==> config.mk <==
export PLATFORM = sky130hd
export DESIGN_NAME = mem_lsu
export DESIGN_NICKNAME = d
export VERILOG_FILES = /design/src/rtl/mem_lsu_pkg.sv /design/src/rtl/mem_lsu_sb.sv /design/src/rtl/mem_lsu.sv
export SDC_FILE = /design/constraint.sdc
export NUM_CORES = 1
export LEC_CHECK = 0
export ABC_AREA = 1
export BUFFER_PORTS_ARGS = -buffer_cell sky130_fd_sc_hd__buf_4
export CAP_MARGIN = 20
export CELL_PAD_IN_SITES_DETAIL_PLACEMENT = 2
export CELL_PAD_IN_SITES_GLOBAL_PLACEMENT = 2
export CORE_MARGIN = 2
export CORE_UTILIZATION = 33
export DETAILED_ROUTE_END_ITERATION = 7
export GPL_TIMING_DRIVEN = 0
export PLACE_DENSITY_LB_ADDON = 0.1
export SETUP_SLACK_MARGIN = 0.1
export SYNTH_ARGS = -nofsm -noshare
export SYNTH_HDL_FRONTEND = slang
export SYNTH_SLANG_ARGS = --single-unit
==> constraint.sdc <==
create_clock -name clk -period 2.8 [get_ports clk]
set_clock_uncertainty 0.15 [all_clocks]
set_input_delay 0.28 -clock clk [delete_from_list [all_inputs] [get_ports clk]]
set_output_delay 0.28 -clock clk [all_outputs]
set_load 0.02 [all_outputs]
==> src/rtl/mem_lsu_pkg.sv <==
// Shared encodings for the MEM-stage load/store unit: func3 codes, bus width codes, FSM states.
package mem_lsu_pkg;

  localparam logic [2:0] F3_B  = 3'b000;
  localparam logic [2:0] F3_H  = 3'b001;
  localparam logic [2:0] F3_W  = 3'b010;
  localparam logic [2:0] F3_BU = 3'b100;
  localparam logic [2:0] F3_HU = 3'b101;

  localparam logic [2:0] WIDTH_B = 3'b001;
  localparam logic [2:0] WIDTH_H = 3'b010;
  localparam logic [2:0] WIDTH_W = 3'b100;

  typedef enum logic [2:0] {
    S_IDLE    = 3'd0,
    S_ST_REQ  = 3'd1,
    S_ST_WAIT = 3'd2,
    S_LD_REQ  = 3'd3,
    S_LD_WAIT = 3'd4,
    S_LD_DONE = 3'd5
  } lsu_state_e;

  // Loads and stores share the low two func3 bits for their access size.
  function automatic logic [2:0] width_of(input logic [2:0] f3);
    case (f3[1:0])
      2'b00:   width_of = WIDTH_B;
      2'b01:   width_of = WIDTH_H;
      default: width_of = WIDTH_W;
    endcase
  endfunction

endpackage

==> src/rtl/mem_lsu_sb.sv <==
// Store buffer FIFO for mem_lsu; with MEM_LSU_FWD_EN defined it also offers a
// word-granular match port used for store-to-load forwarding.
module mem_lsu_sb
  import mem_lsu_pkg::*;
#(
  parameter int XLEN   = 32,
  parameter int ADDR_W = 32,
  parameter int DEPTH  = 4
) (
  input  logic                       clk,
  input  logic                       rst,
  input  logic                       push_i,
  input  logic                       pop_i,
  input  logic [ADDR_W-1:0]          push_addr_i,
  input  logic [XLEN-1:0]            push_data_i,
  input  logic [2:0]                 push_width_i,
  output logic [ADDR_W-1:0]          head_addr_o,
  output logic [XLEN-1:0]            head_data_o,
  output logic [2:0]                 head_width_o,
  output logic                       full_o,
  output logic [$clog2(DEPTH):0]     count_o
`ifdef MEM_LSU_FWD_EN
  ,
  input  logic [ADDR_W-1:0]          match_addr_i,
  input  logic [2:0]                 match_width_i,
  output logic                       match_hit_o,
  output logic [XLEN-1:0]            match_data_o
`endif
);

  localparam int PTR_W = $clog2(DEPTH);
  localparam int CNT_W = PTR_W + 1;

  logic [ADDR_W-1:0] addr_q  [DEPTH];
  logic [ADDR_W-1:0] addr_d  [DEPTH];
  logic [XLEN-1:0]   data_q  [DEPTH];
  logic [XLEN-1:0]   data_d  [DEPTH];
  logic [2:0]        width_q [DEPTH];
  logic [2:0]        width_d [DEPTH];
  logic [PTR_W-1:0]  rd_ptr_q, rd_ptr_d, wr_ptr_q, wr_ptr_d;
  logic [CNT_W-1:0]  count_q, count_d;

  always_comb begin
    addr_d   = addr_q;
    data_d   = data_q;
    width_d  = width_q;
    rd_ptr_d = rd_ptr_q;
    wr_ptr_d = wr_ptr_q;
    count_d  = count_q;
    if (push_i) begin
      addr_d[wr_ptr_q]  = push_addr_i;
      data_d[wr_ptr_q]  = push_data_i;
      width_d[wr_ptr_q] = push_width_i;
      wr_ptr_d          = wr_ptr_q + PTR_W'(1);
    end
    if (pop_i) rd_ptr_d = rd_ptr_q + PTR_W'(1);
    case ({push_i, pop_i})
      2'b10:   count_d = count_q + CNT_W'(1);
      2'b01:   count_d = count_q - CNT_W'(1);
      default: count_d = count_q;
    endcase
  end

  always_ff @(posedge clk or negedge rst) begin
    if (!rst) begin
      for (int i = 0; i < DEPTH; i++) begin
        addr_q[i]  <= '0;
        data_q[i]  <= '0;
        width_q[i] <= '0;
      end
      rd_ptr_q <= '0;
      wr_ptr_q <= '0;
      count_q  <= '0;
    end else begin
      addr_q   <= addr_d;
      data_q   <= data_d;
      width_q  <= width_d;
      rd_ptr_q <= rd_ptr_d;
      wr_ptr_q <= wr_ptr_d;
      count_q  <= count_d;
    end
  end

  assign head_addr_o  = addr_q[rd_ptr_q];
  assign head_data_o  = data_q[rd_ptr_q];
  assign head_width_o = width_q[rd_ptr_q];
  assign full_o       = (count_q == CNT_W'(DEPTH));
  assign count_o      = count_q;

`ifdef MEM_LSU_FWD_EN
  localparam int BYTE_SH = $clog2(XLEN / 8);

  // Walk oldest to youngest so the youngest entry touching the word decides;
  // a younger partial overlap therefore masks an older exact match.
  always_comb begin
    logic [PTR_W-1:0] idx;
    idx          = '0;
    match_hit_o  = 1'b0;
    match_data_o = '0;
    for (int i = 0; i < DEPTH; i++) begin
      idx = rd_ptr_q + PTR_W'(i);
      if ((CNT_W'(i) < count_q) &&
          (addr_q[idx][ADDR_W-1:BYTE_SH] == match_addr_i[ADDR_W-1:BYTE_SH])) begin
        match_hit_o  = (addr_q[idx] == match_addr_i) && (width_q[idx] == match_width_i);
        match_data_o = data_q[idx];
      end
    end
  end
`endif

endmodule

==> src/rtl/mem_lsu.sv <==
// MEM-stage load/store unit: posted stores through mem_lsu_sb, loads ordered behind them.
// Optional store-to-load forwarding is enabled by defining MEM_LSU_FWD_EN.
module mem_lsu
  import mem_lsu_pkg::*;
#(
  parameter int XLEN     = 32,
  parameter int ADDR_W   = 32,
  parameter int SB_DEPTH = 4
) (
  input  logic              clk,
  input  logic              rst,
  input  logic              req_valid_i,
  input  logic              is_load_i,
  input  logic              is_store_i,
  input  logic [2:0]        func3_i,
  input  logic [ADDR_W-1:0] addr_i,
  input  logic [XLEN-1:0]   store_data_i,
  input  logic [4:0]        wd_i,
  input  logic              wreg_i,
  input  logic [XLEN-1:0]   wdata_i,
  input  logic              mc_mem_busy_i,
  input  logic              mc_mem_done_i,
  input  logic [XLEN-1:0]   mc_mem_data_i,
  output logic              mc_mem_enable_o,
  output logic              mc_mem_wr_o,
  output logic [ADDR_W-1:0] mc_mem_addr_o,
  output logic [2:0]        mc_mem_width_o,
  output logic [XLEN-1:0]   mc_mem_data_o,
  output logic [4:0]        wd_o,
  output logic              wreg_o,
  output logic [XLEN-1:0]   wdata_o,
  output logic              stall_req_o,
  output logic              sb_empty_o,
  output logic [2:0]        dbg_state_o
);

  localparam int CNT_W = $clog2(SB_DEPTH) + 1;

  lsu_state_e        state_q, state_d;
  logic [XLEN-1:0]   result_q, result_d;

  logic              is_ld, is_st, sb_push, sb_pop, sb_full;
  logic [CNT_W-1:0]  sb_count;
  logic [ADDR_W-1:0] head_addr;
  logic [XLEN-1:0]   head_data, st_data;
  logic [2:0]        head_width, op_width;

  function automatic logic [XLEN-1:0] extend(input logic [XLEN-1:0] raw, input logic [2:0] f3);
    case (f3)
      F3_B:    extend = {{(XLEN-8){raw[7]}}, raw[7:0]};
      F3_H:    extend = {{(XLEN-16){raw[15]}}, raw[15:0]};
      F3_W:    extend = raw;
      F3_BU:   extend = {{(XLEN-8){1'b0}}, raw[7:0]};
      F3_HU:   extend = {{(XLEN-16){1'b0}}, raw[15:0]};
      default: extend = '0;
    endcase
  endfunction

  assign is_ld    = req_valid_i & is_load_i;
  assign is_st    = req_valid_i & is_store_i;
  assign op_width = width_of(func3_i);

  always_comb begin
    case (op_width)
      WIDTH_B: st_data = {{(XLEN-8){1'b0}}, store_data_i[7:0]};
      WIDTH_H: st_data = {{(XLEN-16){1'b0}}, store_data_i[15:0]};
      default: st_data = store_data_i;
    endcase
  end

  // A pop in the same cycle frees the slot a full-buffer push needs.
  assign sb_pop     = (state_q == S_ST_WAIT) & mc_mem_done_i;
  assign sb_push    = is_st & (~sb_full | sb_pop);
  assign sb_empty_o = (sb_count == '0);

`ifdef MEM_LSU_FWD_EN
  logic            fwd_hit;
  logic [XLEN-1:0] fwd_data;
`endif

  mem_lsu_sb #(
    .XLEN   (XLEN),
    .ADDR_W (ADDR_W),
    .DEPTH  (SB_DEPTH)
  ) u_sb (
    .clk          (clk),
    .rst          (rst),
    .push_i       (sb_push),
    .pop_i        (sb_pop),
    .push_addr_i  (addr_i),
    .push_data_i  (st_data),
    .push_width_i (op_width),
    .head_addr_o  (head_addr),
    .head_data_o  (head_data),
    .head_width_o (head_width),
    .full_o       (sb_full),
    .count_o      (sb_count)
`ifdef MEM_LSU_FWD_EN
    ,
    .match_addr_i  (addr_i),
    .match_width_i (op_width),
    .match_hit_o   (fwd_hit),
    .match_data_o  (fwd_data)
`endif
  );

  always_comb begin
    state_d         = state_q;
    result_d        = result_q;
    mc_mem_enable_o = 1'b0;
    mc_mem_wr_o     = 1'b0;
    mc_mem_addr_o   = '0;
    mc_mem_width_o  = '0;
    mc_mem_data_o   = '0;
    case (state_q)
      S_IDLE: begin
`ifdef MEM_LSU_FWD_EN
        if (is_ld && fwd_hit) begin
          result_d = extend(fwd_data, func3_i);
          state_d  = S_LD_DONE;
        end else
`endif
        // Older stores always drain first, which also orders loads behind them.
        if (!sb_empty_o) state_d = S_ST_REQ;
        else if (is_ld)  state_d = S_LD_REQ;
      end
      S_ST_REQ: begin
        if (!mc_mem_busy_i) begin
          mc_mem_enable_o = 1'b1;
          mc_mem_wr_o     = 1'b1;
          mc_mem_addr_o   = head_addr;
          mc_mem_width_o  = head_width;
          mc_mem_data_o   = head_data;
          state_d         = S_ST_WAIT;
        end
      end
      S_ST_WAIT: begin
        if (mc_mem_done_i) state_d = S_IDLE;
      end
      S_LD_REQ: begin
        if (!mc_mem_busy_i) begin
          mc_mem_enable_o = 1'b1;
          mc_mem_addr_o   = addr_i;
          mc_mem_width_o  = op_width;
          state_d         = S_LD_WAIT;
        end
      end
      S_LD_WAIT: begin
        if (mc_mem_done_i) begin
          result_d = extend(mc_mem_data_i, func3_i);
          state_d  = S_LD_DONE;
        end
      end
      S_LD_DONE: state_d = S_IDLE;
      default:   state_d = S_IDLE;
    endcase
  end

  always_ff @(posedge clk or negedge rst) begin
    if (!rst) begin
      state_q  <= S_IDLE;
      result_q <= '0;
    end else begin
      state_q  <= state_d;
      result_q <= result_d;
    end
  end

  always_comb begin
    wd_o        = '0;
    wreg_o      = 1'b0;
    wdata_o     = '0;
    stall_req_o = 1'b0;
    if (is_ld) begin
      wd_o        = wd_i;
      stall_req_o = (state_q != S_LD_DONE);
      if (state_q == S_LD_DONE) begin
        wreg_o  = wreg_i;
        wdata_o = result_q;
      end
    end else if (is_st) begin
      wd_o        = wd_i;
      stall_req_o = sb_full & ~sb_pop;
    end else if (req_valid_i) begin
      wd_o    = wd_i;
      wreg_o  = wreg_i;
      wdata_o = wdata_i;
    end
  end

  assign dbg_state_o = state_q;

endmodule
======== After elaboration in Yosys (flattened, before gate mapping) ========
Cells that the tools add are included.
storage, ports and cells
  bits in registers ....................... 310
  latch bits .............................. 0
  RAM bits ................................ 0
  memory bits (read-only) ................. 0
  output and inout bits ................... 112
  memories ................................ 0
operators by class
  $add $sub $neg .......................... 4
  multiply operators ...................... 0
  div/mod/pow operators ................... 0
  $lt $le $gt $ge ......................... 3
  equality and inequality tests ........... 21
  shifts and indexed selects .............. 0
  multiplexer cells ....................... 51
  bitwise operators ....................... 10
  reduce and logical (&&, ||, !) cells .... 9
operators by type and width
  kind                  count
  $mux W32              13
  $bwmux W128           2
  $pmux W32 S5          1
  $bmux W32 S2          2
  $pmux W32 S2          2
  $demux W32 S2         1
  $mux W3               11
  $pmux W3 S2           3
  $eq A3 B3 Y1 const B  5
  $mux W5               3
  $pmux W3 S5           1
  $bwmux W12            1
  $eq A3 B2 Y1 const B  4
  $eq A3 B1 Y1 const B  3
  $logic_not A3 Y1      3
  $mux W1               9
  $ne A2 B2 Y1 const B  4
  $bmux W3 S2           1
  $demux W3 S2          1
  $ge A3 B3 Y1 const B  2
  $ne A3 B3 Y1 const B  2
  $not A2 Y3            2
  $and A1 B1 Y1         5
  $reduce_and A5 Y1     1
  other kinds (13)      16

======== Longest topological paths before layout ========
Gate-level depths: netlist of the first run.
  depth in word-level cells ............... 6
  mapped depth ............................ 12

======== Modules after synthesis ========
A second synthesis of the first run with hierarchy kept.
second synthesis, totals
  cell total of the unflattened synthesis .. 2,084
  area total of the unflattened synthesis .. 16,017.9 µm²
modules (own cells, without submodules)
  module      instances  cells each  area each (µm²)  sequential area each (µm²)
  mem_lsu_sb  1          1,485       12,778.5         6,881.6
  mem_lsu     1          599         3,239.4          875.8

======== Worst setup path after synthesis of the first run ========
No wires, ideal clock.
  kind .................................... flip-flop to flip-flop
  from .................................... register state_q[2], in the netlist dbg_state_o[2]
  to ...................................... register u_sb.count_q[2], in the netlist u_sb.count_o[2]
  library setup time ...................... 0.131 ns
  arrival time ............................ 2.101 ns
  required time ........................... 2.519 ns
  slack ................................... 0.418 ns
  cell stages (with the launch flop) ...... 13
  cell sequence ........................... dfrtp_1 inv_4 nand4_4 nand2_4 buf_6 buf_6 nand2_1 ha_1 inv_1 fa_1 a21oi_1 o21ai_0 xor2_1
between the ends
  longest elaborated chain between the ends .. 6
  elaborated cells between the ends (all ways) .. 8
RTL lines
  item                                                      line              RTL
  start: declaration                                        mem_lsu.sv:39     lsu_state_e state_q, state_d;
  start signal: assignment                                  mem_lsu.sv:164    state_q <= state_d;
  $eq A3 B2 Y1 *                                            mem_lsu.sv:72     assign sb_pop = (state_q == S_ST_WAIT) & mc_mem_done_i;
  $and A1 B1 Y1 *                                           mem_lsu.sv:72
  $or A1 B1 Y1                                              mem_lsu.sv:73     assign sb_push = is_st & (~sb_full | sb_pop);
  $and A1 B1 Y1                                             mem_lsu.sv:73
  $eq A2 B1 Y1 / $eq A2 B2 Y1 (equally long branches)       mem_lsu_sb.sv:57  case ({push_i, pop_i})
  $pmux W3 S2 / $reduce_bool A2 Y1 (equally long branches)  --
  end signal: assignment                                    mem_lsu_sb.sv:80  count_q <= count_d;
  end: declaration                                          mem_lsu_sb.sv:41  logic [CNT_W-1:0] count_q, count_d;
Every way passes the cells marked *; elsewhere a longest branch is shown, timed or not.
A chain may end at the register's enable or synchronous reset.

======== Final worst setup path of the first run ========
  from .................................... register u_sb.rd_ptr_q[0]
  to ...................................... output port mc_mem_data_o[8]
between the ends
  longest elaborated chain between the ends .. 6
RTL lines
  item                                         line              RTL
  start: declaration                           mem_lsu_sb.sv:40  logic [PTR_W-1:0] rd_ptr_q, rd_ptr_d, wr_ptr_q, wr_ptr_d;
  start signal: assignment                     mem_lsu_sb.sv:78  rd_ptr_q <= rd_ptr_d;
  $not A2 Y3 (not written as such)             mem_lsu_sb.sv:85  assign head_data_o = data_q[rd_ptr_q];
  $bmux W32 S2                                 mem_lsu_sb.sv:85
  $mux W32 (not written as such) (2 in a row)  mem_lsu_sb.sv:85
  $mux W32                                     mem_lsu.sv:128    if (!mc_mem_busy_i) begin
  $mux W32                                     mem_lsu.sv:115    case (state_q)
  end: declaration                             mem_lsu.sv:28     output logic [XLEN-1:0] mc_mem_data_o,
Every way passes these cells. The select of a mux whose other input is x is not followed.

==> run_summary.xml, run 1 <==
<?xml version="1.0" encoding="UTF-8"?>
<metrics>
  <group name="clock_tree">
    <metric name="clockBufferDepth" unit="">3</metric>
    <metric name="cts_sinks" unit="">310</metric>
    <metric name="cts_root_buf" unit="">sky130_fd_sc_hd__clkbuf_16</metric>
    <metric name="num_cts_buffers" unit="">39</metric>
    <metric name="cts_max_level" unit="">2</metric>
    <metric name="clkTransAtPathRegs" unit="ns">0.06</metric>
    <metric name="cts_tree" unit="">yes</metric>
    <metric name="worstSkewPairLatency" unit="ns">0.57</metric>
  </group>
  <group name="global_routing">
    <metric name="grt_start_max_net_pins" unit="">112</metric>
    <metric name="first_pass_grt_wire_length" unit="um">127300</metric>
    <metric name="antenna_found_initial" unit="">2</metric>
    <metric name="gr-usage-all-layers" unit="">0.3275</metric>
    <metric name="globalRouteOverflowTotal" unit="">0</metric>
    <metric name="vias_in_the_first_global_route" unit="">20800</metric>
  </group>
  <group name="timing">
    <metric name="hold_viol" unit="">0</metric>
    <metric name="max_slew.worst_pin.slew" unit="ns">0.8911</metric>
    <metric name="fmax" unit="MHz">367.1</metric>
    <metric name="setup_ws" unit="ns">0.07629</metric>
    <metric name="setup_repair_after_global_routing_missed_its_margin" unit="">true</metric>
    <metric name="setup_violations" unit="">0</metric>
    <metric name="report.final.slew_viol_count" unit="">0</metric>
    <metric name="min_period" unit="ns">2.724</metric>
    <metric name="max-slew-margin-rel" unit="">0.4059</metric>
    <metric name="final.period_utilization" unit="">0.9728</metric>
  </group>
  <group name="floorplan">
    <metric name="start_util" unit="">0.3353</metric>
    <metric name="design.die.area" unit="sq um">51740</metric>
    <metric name="dieWidth" unit="um">227.5</metric>
    <metric name="fp.dieH" unit="um">227.5</metric>
    <metric name="std_cell_rows" unit="">81</metric>
    <metric name="core" unit="sq um">49150</metric>
    <metric name="number_of_top_level_pins" unit="">256</metric>
  </group>
  <group name="detailed_routing">
    <metric name="via_count" unit="">18830</metric>
    <metric name="drt.antenna.violating_nets" unit="">0</metric>
    <metric name="drt_drc_violations_left" unit="">0</metric>
    <metric name="avgViaCountPerCell" unit="">5.628</metric>
    <metric name="drt_iter0_drc" unit="">1329</metric>
    <metric name="firstDrtPassIters" unit="">5</metric>
    <metric name="drt_wl_total" unit="um">85360</metric>
    <metric name="wl_per_cell" unit="um">25.51</metric>
  </group>
  <group name="yosys">
    <metric name="ys_async_sr_fraction" unit="">1.000</metric>
    <metric name="yosysSeqAreaShare" unit="">0.4707</metric>
    <metric name="area_share_of_the_leading_cell_type_in_the_synthesized_netlist" unit="">0.4707</metric>
    <metric name="top_cells_by_area_synth" unit="">sky130_fd_sc_hd__dfrtp_1 (47%), sky130_fd_sc_hd__nand2_1 (17%), sky130_fd_sc_hd__nand4_1 (10%)</metric>
    <metric name="yosys_warnings" unit="">0</metric>
    <metric name="synth_area_leader_cell" unit="">sky130_fd_sc_hd__dfrtp_1</metric>
    <metric name="mappedNetlistArea" unit="sq um">16480</metric>
    <metric name="number_of_different_library_cells_in_the_post_synthesis_netlist" unit="">33</metric>
    <metric name="synth-edff-count" unit="">0</metric>
    <metric name="cell_count_after_synthesis" unit="">2239</metric>
    <metric name="synth.most_common_cell" unit="">sky130_fd_sc_hd__nand2_1</metric>
    <metric name="synth_fp_nets" unit="">2390</metric>
    <metric name="postSynthAreaPerCell" unit="sq um">7.361</metric>
    <metric name="synth_common_cells" unit="">sky130_fd_sc_hd__nand2_1 (736), sky130_fd_sc_hd__dfrtp_1 (310), sky130_fd_sc_hd__nand4_1 (271)</metric>
    <metric name="synth_seq_cells" unit="">310</metric>
    <metric name="synth-main-ff-cell" unit="">sky130_fd_sc_hd__dfrtp_1</metric>
  </group>
  <group name="min_path">
    <metric name="min-delay-path-class" unit="">input pin to flip-flop</metric>
  </group>
  <group name="worst_setup_path">
    <metric name="timing.critical_path.fanout_max" unit="">10</metric>
    <metric name="cp_data_arrival_time" unit="ns">2.29</metric>
    <metric name="critPathKind" unit="">flip-flop to output pin</metric>
    <metric name="timing.critical_path.required" unit="ns">2.37</metric>
    <metric name="worst_setup_path_end_kind" unit="">output pin</metric>
    <metric name="worst_setup_path_start_kind" unit="">flip-flop</metric>
  </group>
  <group name="cells_and_area">
    <metric name="layout.nets" unit="">2802</metric>
    <metric name="layout.cells.non_filler" unit="">3346</metric>
    <metric name="syn_to_final_growth" unit="%">35.42</metric>
    <metric name="drive_above_1_share" unit="">0.1978</metric>
    <metric name="design_area" unit="sq um">22320</metric>
  </group>
  <group name="place">
    <metric name="numPortBuffers" unit="">254</metric>
    <metric name="routability_congestion" unit="">0.8457</metric>
    <metric name="dpl.hpwl" unit="um">55570</metric>
    <metric name="dpl_cell_area" unit="sq um">19280</metric>
    <metric name="pre_cts_ws" unit="ns">-0.6928</metric>
    <metric name="placedCellCount" unit="">3159</metric>
  </group>
  <group name="flow_run">
    <metric name="maxcap_viol_count" unit="">0</metric>
  </group>
  <group name="status">
    <metric name="run_status" unit="">finished, final reports clean</metric>
  </group>
  <group name="power_and_ir_drop">
    <metric name="power_density" unit="nW/um^2">1122</metric>
    <metric name="vdd_ir_drop_max" unit="mV">0.4277</metric>
    <metric name="static_leak" unit="uW">0.01141</metric>
  </group>
</metrics>
-- placed cells by master, fill, tap and decap left out, types with 3 or more instances in the layout --
cell type and instances:
sky130_fd_sc_hd__o21ai_0 165, sky130_fd_sc_hd__bufinv_16 3, sky130_fd_sc_hd__dlygate4sd3_1 99, sky130_fd_sc_hd__buf_4 288
sky130_fd_sc_hd__clkbuf_8 12, sky130_fd_sc_hd__nor2_1 268, sky130_fd_sc_hd__buf_6 21, sky130_fd_sc_hd__o21ai_2 7
sky130_fd_sc_hd__nand4_1 271, sky130_fd_sc_hd__buf_8 6, sky130_fd_sc_hd__nand3_2 6, sky130_fd_sc_hd__nand2_1 733
sky130_fd_sc_hd__clkbuf_2 16, sky130_fd_sc_hd__a21oi_2 14, sky130_fd_sc_hd__o22ai_1 9, sky130_fd_sc_hd__a21oi_4 10
sky130_fd_sc_hd__buf_12 6, sky130_fd_sc_hd__ha_1 5, sky130_fd_sc_hd__o21ai_1 66, sky130_fd_sc_hd__clkbuf_1 64
sky130_fd_sc_hd__dfrtp_1 308, sky130_fd_sc_hd__inv_1 96, sky130_fd_sc_hd__clkbuf_16 40, sky130_fd_sc_hd__nor2_2 3
sky130_fd_sc_hd__nand3_1 47, sky130_fd_sc_hd__buf_16 3, sky130_fd_sc_hd__xor2_1 3, sky130_fd_sc_hd__a21oi_1 9
sky130_fd_sc_hd__buf_2 63, sky130_fd_sc_hd__clkbuf_4 9, sky130_fd_sc_hd__nand2_2 4
-- layer usage --
metal | wire length (um) | GRT usage | share of wire
met5 | 0 | 0 | 0
met3 | 4083 | 0.04001 | 0.048
met4 | 3071 | 0.1301 | 0.036
met2 | 42110 | 0.5629 | 0.49
met1 | 36090 | 0.4190 | 0.42
-- cells by family (layout without fill, tap and decap cells) --
group / after synthesis / after routing / share of synthesized area
and+or+nand+nor: 1339 / 1339 / 0.3556
DFF: 310 / 310 / 0.4707
buffers and inverters: 297 / 738 / 0.07933
AOI/OAI and AO/OA: 282 / 282 / 0.08647
adders and majority gates: 7 / 7 / 0.005770
xor gates and xnor gates: 4 / 4 / 0.002126
other: 0 / 2 / 0
-- layout make-up --
cell class                 instances  area (sq um)
fill                            5596         26840
sequential                       310          7760
multi-input combinational       1632          7636
timing repair buffer             372          3164
clock buffer                      63          1197
buffer                           193          1194
tap                              664         830.8
inverter                         103         401.6
clock inverter                     7         128.9
antenna                            2         5.005
-- flip-flops by register name, summed over array words and instances, names as in the netlist --
signal         count
result_q          32
u_sb.count_o       3
u_sb.wr_ptr_q      2
u_sb.addr_q      128
u_sb.rd_ptr_q      2
u_sb.data_q      128
u_sb.width_q      12
dbg_state_o        3
-- where the power goes --
part	switching, uW	internal (uW)	total (uW)
Combinational	8310	3720	12000
Sequential	1200	6470	7660
Clock	2140	3210	5350
-- repair_timing --
| item | 4_1_cts | 5_1_grt |
|---|---|---|
| pin swaps | 3 | 6 |
| hold endpoints to repair | 371 | 0 |
| gates resized for setup | 137 | 81 |
| hold buffers | 99 | 0 |
| cloned | 1 | 0 |
| setup endpoints to repair | 169 | 129 |
| buffers inserted | 9 | 7 |
-- through the flow --
step / total power, uW / hold slack [ns] / util / TNS [ns]
CTS: 24330 / 0.03395 / 0.4486 / 0
finish: 25040 / 0.04219 / 0.4540 / 0
global placement: 17560 / 0.2983 / 0.3910 / -620.10
global route: 26360 / 0.07936 / 0.4540 / 0
floorplan: 13510 / -0.1656 / - / 0
detailed placement: 18180 / 0.2264 / 0.3923 / -45.94
-- worst max-delay path, stage by stage (launching register included) --
cell and delay [ns]:
sky130_fd_sc_hd__dfrtp_1 0.33, sky130_fd_sc_hd__buf_4 0.21, sky130_fd_sc_hd__inv_6 0.08, sky130_fd_sc_hd__buf_4 0.17, sky130_fd_sc_hd__clkbuf_4 0.23, sky130_fd_sc_hd__o21ai_0 0.41, sky130_fd_sc_hd__a21oi_4 0.13, sky130_fd_sc_hd__buf_4 0.18
-- worst paths after layout --
path | from | end | slack, ns | depth (start not counted)
worst max-delay path | u_sb.rd_ptr_q[0]$_DFFE_PN0P_ | mc_mem_data_o[8] | 0.08 | 7
worst min-delay path | func3_i[2] | result_q[18]$_DFFE_PN0P_ | 0.04 | 6
worst max register to register | u_sb.wr_ptr_q[0]$_DFFE_PN0P_ | u_sb.data_q[126]$_DFFE_PN0P_ | 0.25 | 7
worst min register to register | u_sb.addr_q[36]$_DFFE_PN0P_ | u_sb.addr_q[36]$_DFFE_PN0P_ | 0.31 | 2
max in group asynchronous | rst | u_sb.data_q[8]$_DFFE_PN0P_ | 0.64 | 4
min in group asynchronous | rst | u_sb.addr_q[78]$_DFFE_PN0P_ | 0.19 | 2
(Power assumes the default switching activity.)
==> run 2, diff against run 1 <==
--- a/config.mk
+++ b/config.mk
@@ -5,13 +5,12 @@
 export SDC_FILE = /design/constraint.sdc
 export NUM_CORES = 1
 export LEC_CHECK = 0
-export ABC_AREA = 1
 export BUFFER_PORTS_ARGS = -buffer_cell sky130_fd_sc_hd__buf_4
 export CAP_MARGIN = 20
 export CELL_PAD_IN_SITES_DETAIL_PLACEMENT = 2
 export CELL_PAD_IN_SITES_GLOBAL_PLACEMENT = 2
 export CORE_MARGIN = 2
-export CORE_UTILIZATION = 33
+export CORE_UTILIZATION = 39
 export DETAILED_ROUTE_END_ITERATION = 7
 export GPL_TIMING_DRIVEN = 0
 export PLACE_DENSITY_LB_ADDON = 0.1
==> run 2 against run 1 <==
Compared with the run above: fmax rose by 2.5%; wire length fell by 43%; global-route usage fell by 7.8 points; first-iteration DRC count fell by 71%; critical endpoint is now mc_mem_data_o[30]; critical path depth fell by 1; largest cell class unchanged; synthesized cell count fell by 52%; sequential share of layout area rose by 4.6 points; worst hold slack improved by 0.011 ns.
==> run_summary.xml, run 2 <==
<?xml version="1.0" encoding="UTF-8"?>
<metrics>
  <group name="status">
    <metric name="run_status" unit="">finished, final reports clean</metric>
  </group>
  <group name="detailed_routing">
    <metric name="drt_drc_violations_left" unit="">0</metric>
    <metric name="maxUsedRoutingLayer" unit="">met4</metric>
    <metric name="firstDrtPassIters" unit="">4</metric>
    <metric name="wl_per_cell" unit="um">24.35</metric>
    <metric name="avgViaCountPerCell" unit="">5.370</metric>
    <metric name="detailroute.wirelength.met3" unit="um">1862</metric>
    <metric name="drt_wl_total" unit="um">48600</metric>
    <metric name="wl_met1" unit="um">20440</metric>
    <metric name="met2_wirelength" unit="um">25560</metric>
    <metric name="drt.antenna.violating_nets" unit="">0</metric>
    <metric name="drt_iter0_drc" unit="">379</metric>
    <metric name="via_count" unit="">10720</metric>
  </group>
  <group name="power_and_ir_drop">
    <metric name="p_comb_frac" unit="">0.391</metric>
    <metric name="vdd_ir_drop_max" unit="mV">0.3783</metric>
    <metric name="static_leak" unit="uW">0.008986</metric>
    <metric name="switching_share" unit="">0.3330</metric>
    <metric name="intPower" unit="uW">14130</metric>
    <metric name="power.net_switching" unit="uW">7057</metric>
    <metric name="power_density" unit="nW/um^2">1075</metric>
    <metric name="seqPwrFrac" unit="">0.377</metric>
    <metric name="power_frac_clock" unit="">0.232</metric>
  </group>
  <group name="clock_tree">
    <metric name="num_cts_buffers" unit="">38</metric>
    <metric name="cts_sinks" unit="">310</metric>
    <metric name="worstSkewPairLatency" unit="ns">0.51</metric>
    <metric name="clkTransAtPathRegs" unit="ns">0.06</metric>
    <metric name="cts_root_buf" unit="">sky130_fd_sc_hd__clkbuf_16</metric>
    <metric name="cts_tree" unit="">yes</metric>
    <metric name="clockBufferDepth" unit="">3</metric>
    <metric name="cts_max_level" unit="">2</metric>
  </group>
  <group name="yosys">
    <metric name="postSynthAreaPerCell" unit="sq um">13.74</metric>
    <metric name="post_synthesis_compound_gate_area_fraction" unit="">0.06467</metric>
    <metric name="number_of_different_library_cells_in_the_post_synthesis_netlist" unit="">45</metric>
    <metric name="yosysSeqAreaShare" unit="">0.5227</metric>
    <metric name="ys_async_sr_fraction" unit="">1.000</metric>
    <metric name="synth-edff-count" unit="">0</metric>
    <metric name="synthAdderAreaFrac" unit="">0.006408</metric>
    <metric name="synth-main-ff-cell" unit="">sky130_fd_sc_hd__dfrtp_1</metric>
    <metric name="area_share_of_the_leading_cell_type_in_the_synthesized_netlist" unit="">0.5227</metric>
    <metric name="synth_top_family_by_area" unit="">multiplexers</metric>
    <metric name="yosys_warnings" unit="">0</metric>
    <metric name="yosys.area_share.simple" unit="">0.05893</metric>
    <metric name="synth_seq_cells" unit="">310</metric>
    <metric name="top_cells_by_area_synth" unit="">sky130_fd_sc_hd__dfrtp_1 (52%), sky130_fd_sc_hd__mux2_2 (11%), sky130_fd_sc_hd__mux4_2 (10%)</metric>
    <metric name="synth.area.mux_share" unit="">0.3086</metric>
    <metric name="mappedNetlistArea" unit="sq um">14840</metric>
    <metric name="synth_area_leader_cell" unit="">sky130_fd_sc_hd__dfrtp_1</metric>
    <metric name="cell_count_after_synthesis" unit="">1080</metric>
    <metric name="synth.most_common_cell" unit="">sky130_fd_sc_hd__dfrtp_1</metric>
    <metric name="synth_common_cells" unit="">sky130_fd_sc_hd__dfrtp_1 (310), sky130_fd_sc_hd__mux2_2 (150), sky130_fd_sc_hd__mux2_1 (120)</metric>
    <metric name="synth_fp_nets" unit="">1231</metric>
    <metric name="synth_xor_xnor_area_share" unit="">0.004131</metric>
  </group>
  <group name="worst_setup_path">
    <metric name="cp_data_arrival_time" unit="ns">2.23</metric>
    <metric name="timing.critical_path.fanout_max" unit="">10</metric>
    <metric name="max_stage_delay" unit="ns">0.43</metric>
    <metric name="worst_setup_path_start_kind" unit="">flip-flop</metric>
    <metric name="timing.critical_path.required" unit="ns">2.37</metric>
    <metric name="reg_to_reg_end" unit="">u_sb.count_o[2]$_DFFE_PN0P_</metric>
    <metric name="timing.critical_path.buf_inv" unit="">4</metric>
    <metric name="critPathKind" unit="">flip-flop to output pin</metric>
    <metric name="crit_family" unit="">buffers and inverters</metric>
    <metric name="critical_path.slowest_cell" unit="">sky130_fd_sc_hd__or3b_4</metric>
    <metric name="worst_setup_path_end_kind" unit="">output pin</metric>
    <metric name="r2r_slack" unit="ns">0.33</metric>
    <metric name="crit_chain" unit="">buf_2 &gt; or3b_4 &gt; clkinvlp_4 &gt; buf_8 &gt; and3_1 &gt; buf_4</metric>
    <metric name="worst_reg2reg_path_length_in_cells" unit="">11</metric>
    <metric name="worstReg2RegStart" unit="">dbg_state_o[2]$_DFFE_PN0P_</metric>
  </group>
  <group name="place">
    <metric name="routability_congestion" unit="">0.7561</metric>
    <metric name="dpl.hpwl" unit="um">32120</metric>
    <metric name="placedCellCount" unit="">1846</metric>
    <metric name="numPortBuffers" unit="">253</metric>
  </group>
  <group name="floorplan">
    <metric name="start_util" unit="">0.3949</metric>
    <metric name="core" unit="sq um">37580</metric>
    <metric name="dieWidth" unit="um">199.1</metric>
    <metric name="fp.dieH" unit="um">199.1</metric>
    <metric name="number_of_top_level_pins" unit="">256</metric>
    <metric name="design.die.area" unit="sq um">39630</metric>
    <metric name="std_cell_rows" unit="">71</metric>
  </group>
  <group name="global_routing">
    <metric name="gr-usage-all-layers" unit="">0.2497</metric>
    <metric name="vias_in_the_first_global_route" unit="">12530</metric>
    <metric name="globalRouteOverflowTotal" unit="">0</metric>
    <metric name="antenna_found_initial" unit="">0</metric>
    <metric name="first_pass_grt_wire_length" unit="um">74830</metric>
    <metric name="grt_start_max_net_pins" unit="">116</metric>
  </group>
  <group name="cells_and_area">
    <metric name="syn_to_final_growth" unit="%">32.89</metric>
    <metric name="layout_commonest_cell" unit="">sky130_fd_sc_hd__dfrtp_1</metric>
    <metric name="most-common-layout-cells" unit="">sky130_fd_sc_hd__dfrtp_1 (309), sky130_fd_sc_hd__buf_4 (266), sky130_fd_sc_hd__mux2_2 (150)</metric>
    <metric name="top_regs" unit="">u_sb.addr_q x128, u_sb.data_q x128, result_q x32</metric>
    <metric name="layout.nets" unit="">1608</metric>
    <metric name="antenna-diode-count" unit="">0</metric>
    <metric name="drive_above_1_share" unit="">0.4209</metric>
    <metric name="layout.cells.non_filler" unit="">1996</metric>
  </group>
  <group name="timing">
    <metric name="fmax" unit="MHz">376.1</metric>
    <metric name="min_period" unit="ns">2.659</metric>
    <metric name="final.period_utilization" unit="">0.9495</metric>
    <metric name="setup_violations" unit="">0</metric>
    <metric name="max-slew-margin-rel" unit="">0.4763</metric>
    <metric name="max_slew.worst_pin.slew" unit="ns">0.7838</metric>
    <metric name="setup_repair_after_global_routing_missed_its_margin" unit="">true</metric>
    <metric name="hold_viol" unit="">0</metric>
    <metric name="report.final.slew_viol_count" unit="">0</metric>
    <metric name="timing.hold.ws" unit="ns">0.05363</metric>
  </group>
  <group name="min_path">
    <metric name="min_delay_worst_endpoint" unit="">dbg_state_o[1]$_DFFE_PN0P_</metric>
    <metric name="hold_path_depth" unit="">4</metric>
    <metric name="min-delay-path-class" unit="">input pin to flip-flop</metric>
    <metric name="min_from" unit="">mc_mem_done_i</metric>
  </group>
  <group name="flow_run">
    <metric name="maxcap_viol_count" unit="">0</metric>
  </group>
</metrics>
run 2: changes by cell type in the layout (fill, tap and decap cells not counted), moves of 120 or more:
cell / previous run / this run
sky130_fd_sc_hd__nand4_1: 271 / 1
sky130_fd_sc_hd__nor2_1: 268 / 5
sky130_fd_sc_hd__mux2_2: 0 / 150
sky130_fd_sc_hd__o21ai_0: 165 / 26
sky130_fd_sc_hd__mux2_1: 0 / 120
sky130_fd_sc_hd__nand2_1: 733 / 95
run 2: through the flow:
stage	total power (uW)	utilization	TNS (ns)	instance area [sq um]	worst slack (ns)
after global placement	15270	0.4625	-544.46	17380	-1.671
after floorplan	12990	-	0	14840	0.4517
after global routing	22480	0.5248	0	19720	0.08486
final	21190	0.5248	0	19720	0.1415
after detailed placement	15780	0.4642	-37.50	17440	-0.5668
after CTS	21240	0.5224	0	19630	0.09515
run 2: routing by layer:
| metal | up-vias | track usage |
|---|---|---|
| li1 | 4716 | - |
| met1 | 5724 | 0.3213 |
| met2 | 225 | 0.4451 |
| met3 | 53 | 0.03882 |
| met4 | 0 | 0.05362 |
| met5 | - | 0 |
run 2: how the worst max path moves through the flow:
stage | from | to | slack [ns] | cells after the start
final | dbg_state_o[2]$_DFFE_PN0P_ | mc_mem_data_o[30] | 0.14 | 6
after global placement | rst | result_q[3]$_DFFE_PN0P_ | -1.67 | 1
after CTS | u_sb.rd_ptr_q[0]$_DFFE_PN0P_ | mc_mem_data_o[29] | 0.1 | 5
after floorplan | dbg_state_o[2]$_DFFE_PN0P_ | u_sb.count_o[2]$_DFFE_PN0P_ | 0.45 | 11
after detailed placement | func3_i[0] | u_sb.data_q[46]$_DFFE_PN0P_ | -0.57 | 7
after global routing | u_sb.rd_ptr_q[0]$_DFFE_PN0P_ | mc_mem_width_o[1] | 0.08 | 7
run 2: kinds of logic after synthesis:
kind of cell               after synthesis
buffers and inverters                   99
xor gates and xnor gates                 7
and+or+nand+nor                        174
muxes                                  340
DFF                                    310
adders and majority gates                7
AOI/OAI and AO/OA                      143
run 2: power by group through the flow:
| stage | sequential [uW] | combinational, uW | clock [uW] |
|---|---|---|---|
| global route | 8250 | 9000 | 5220 |
| global placement | 7760 | 7500 | 0 |
| detailed placement | 7960 | 7820 | 0 |
| floorplan | 7460 | 5520 | 0 |
| finish | 7980 | 8290 | 4920 |
| CTS | 7960 | 8250 | 5040 |
run 2: layout make-up:
type	instances	area, sq um
Timing Repair Buffer	338	2794
Sequential cell	310	7759
Fill cell	3560	17860
Tap cell	511	639.4
Inverter	13	55.05
Clock inverter	11	111.4
Buffer	85	623.1
Clock buffer	57	1144
Multi-Input combinational cell	671	6596
run 2: repair_timing:
item                                    in CTS  in global routing
gates resized for setup                     56                 29
hold buffers                                75                  0
endpoints found under the setup margin     167                104
cloned                                       0                  1
buffers inserted                             5                  2
hold endpoints to repair                   278                  0
run 2: worst register-to-register path, cell delays in order, from the launching register on:
cell                        delay (ns)
sky130_fd_sc_hd__dfrtp_1          0.34
sky130_fd_sc_hd__buf_2            0.19
sky130_fd_sc_hd__nand4bb_1        0.15
sky130_fd_sc_hd__buf_2            0.24
sky130_fd_sc_hd__a21oi_1          0.16
sky130_fd_sc_hd__inv_1            0.09
sky130_fd_sc_hd__ha_1             0.21
sky130_fd_sc_hd__inv_1            0.07
sky130_fd_sc_hd__fa_1             0.37
sky130_fd_sc_hd__xor2_1           0.15
sky130_fd_sc_hd__nor2_1           0.12
sky130_fd_sc_hd__xor2_1           0.15
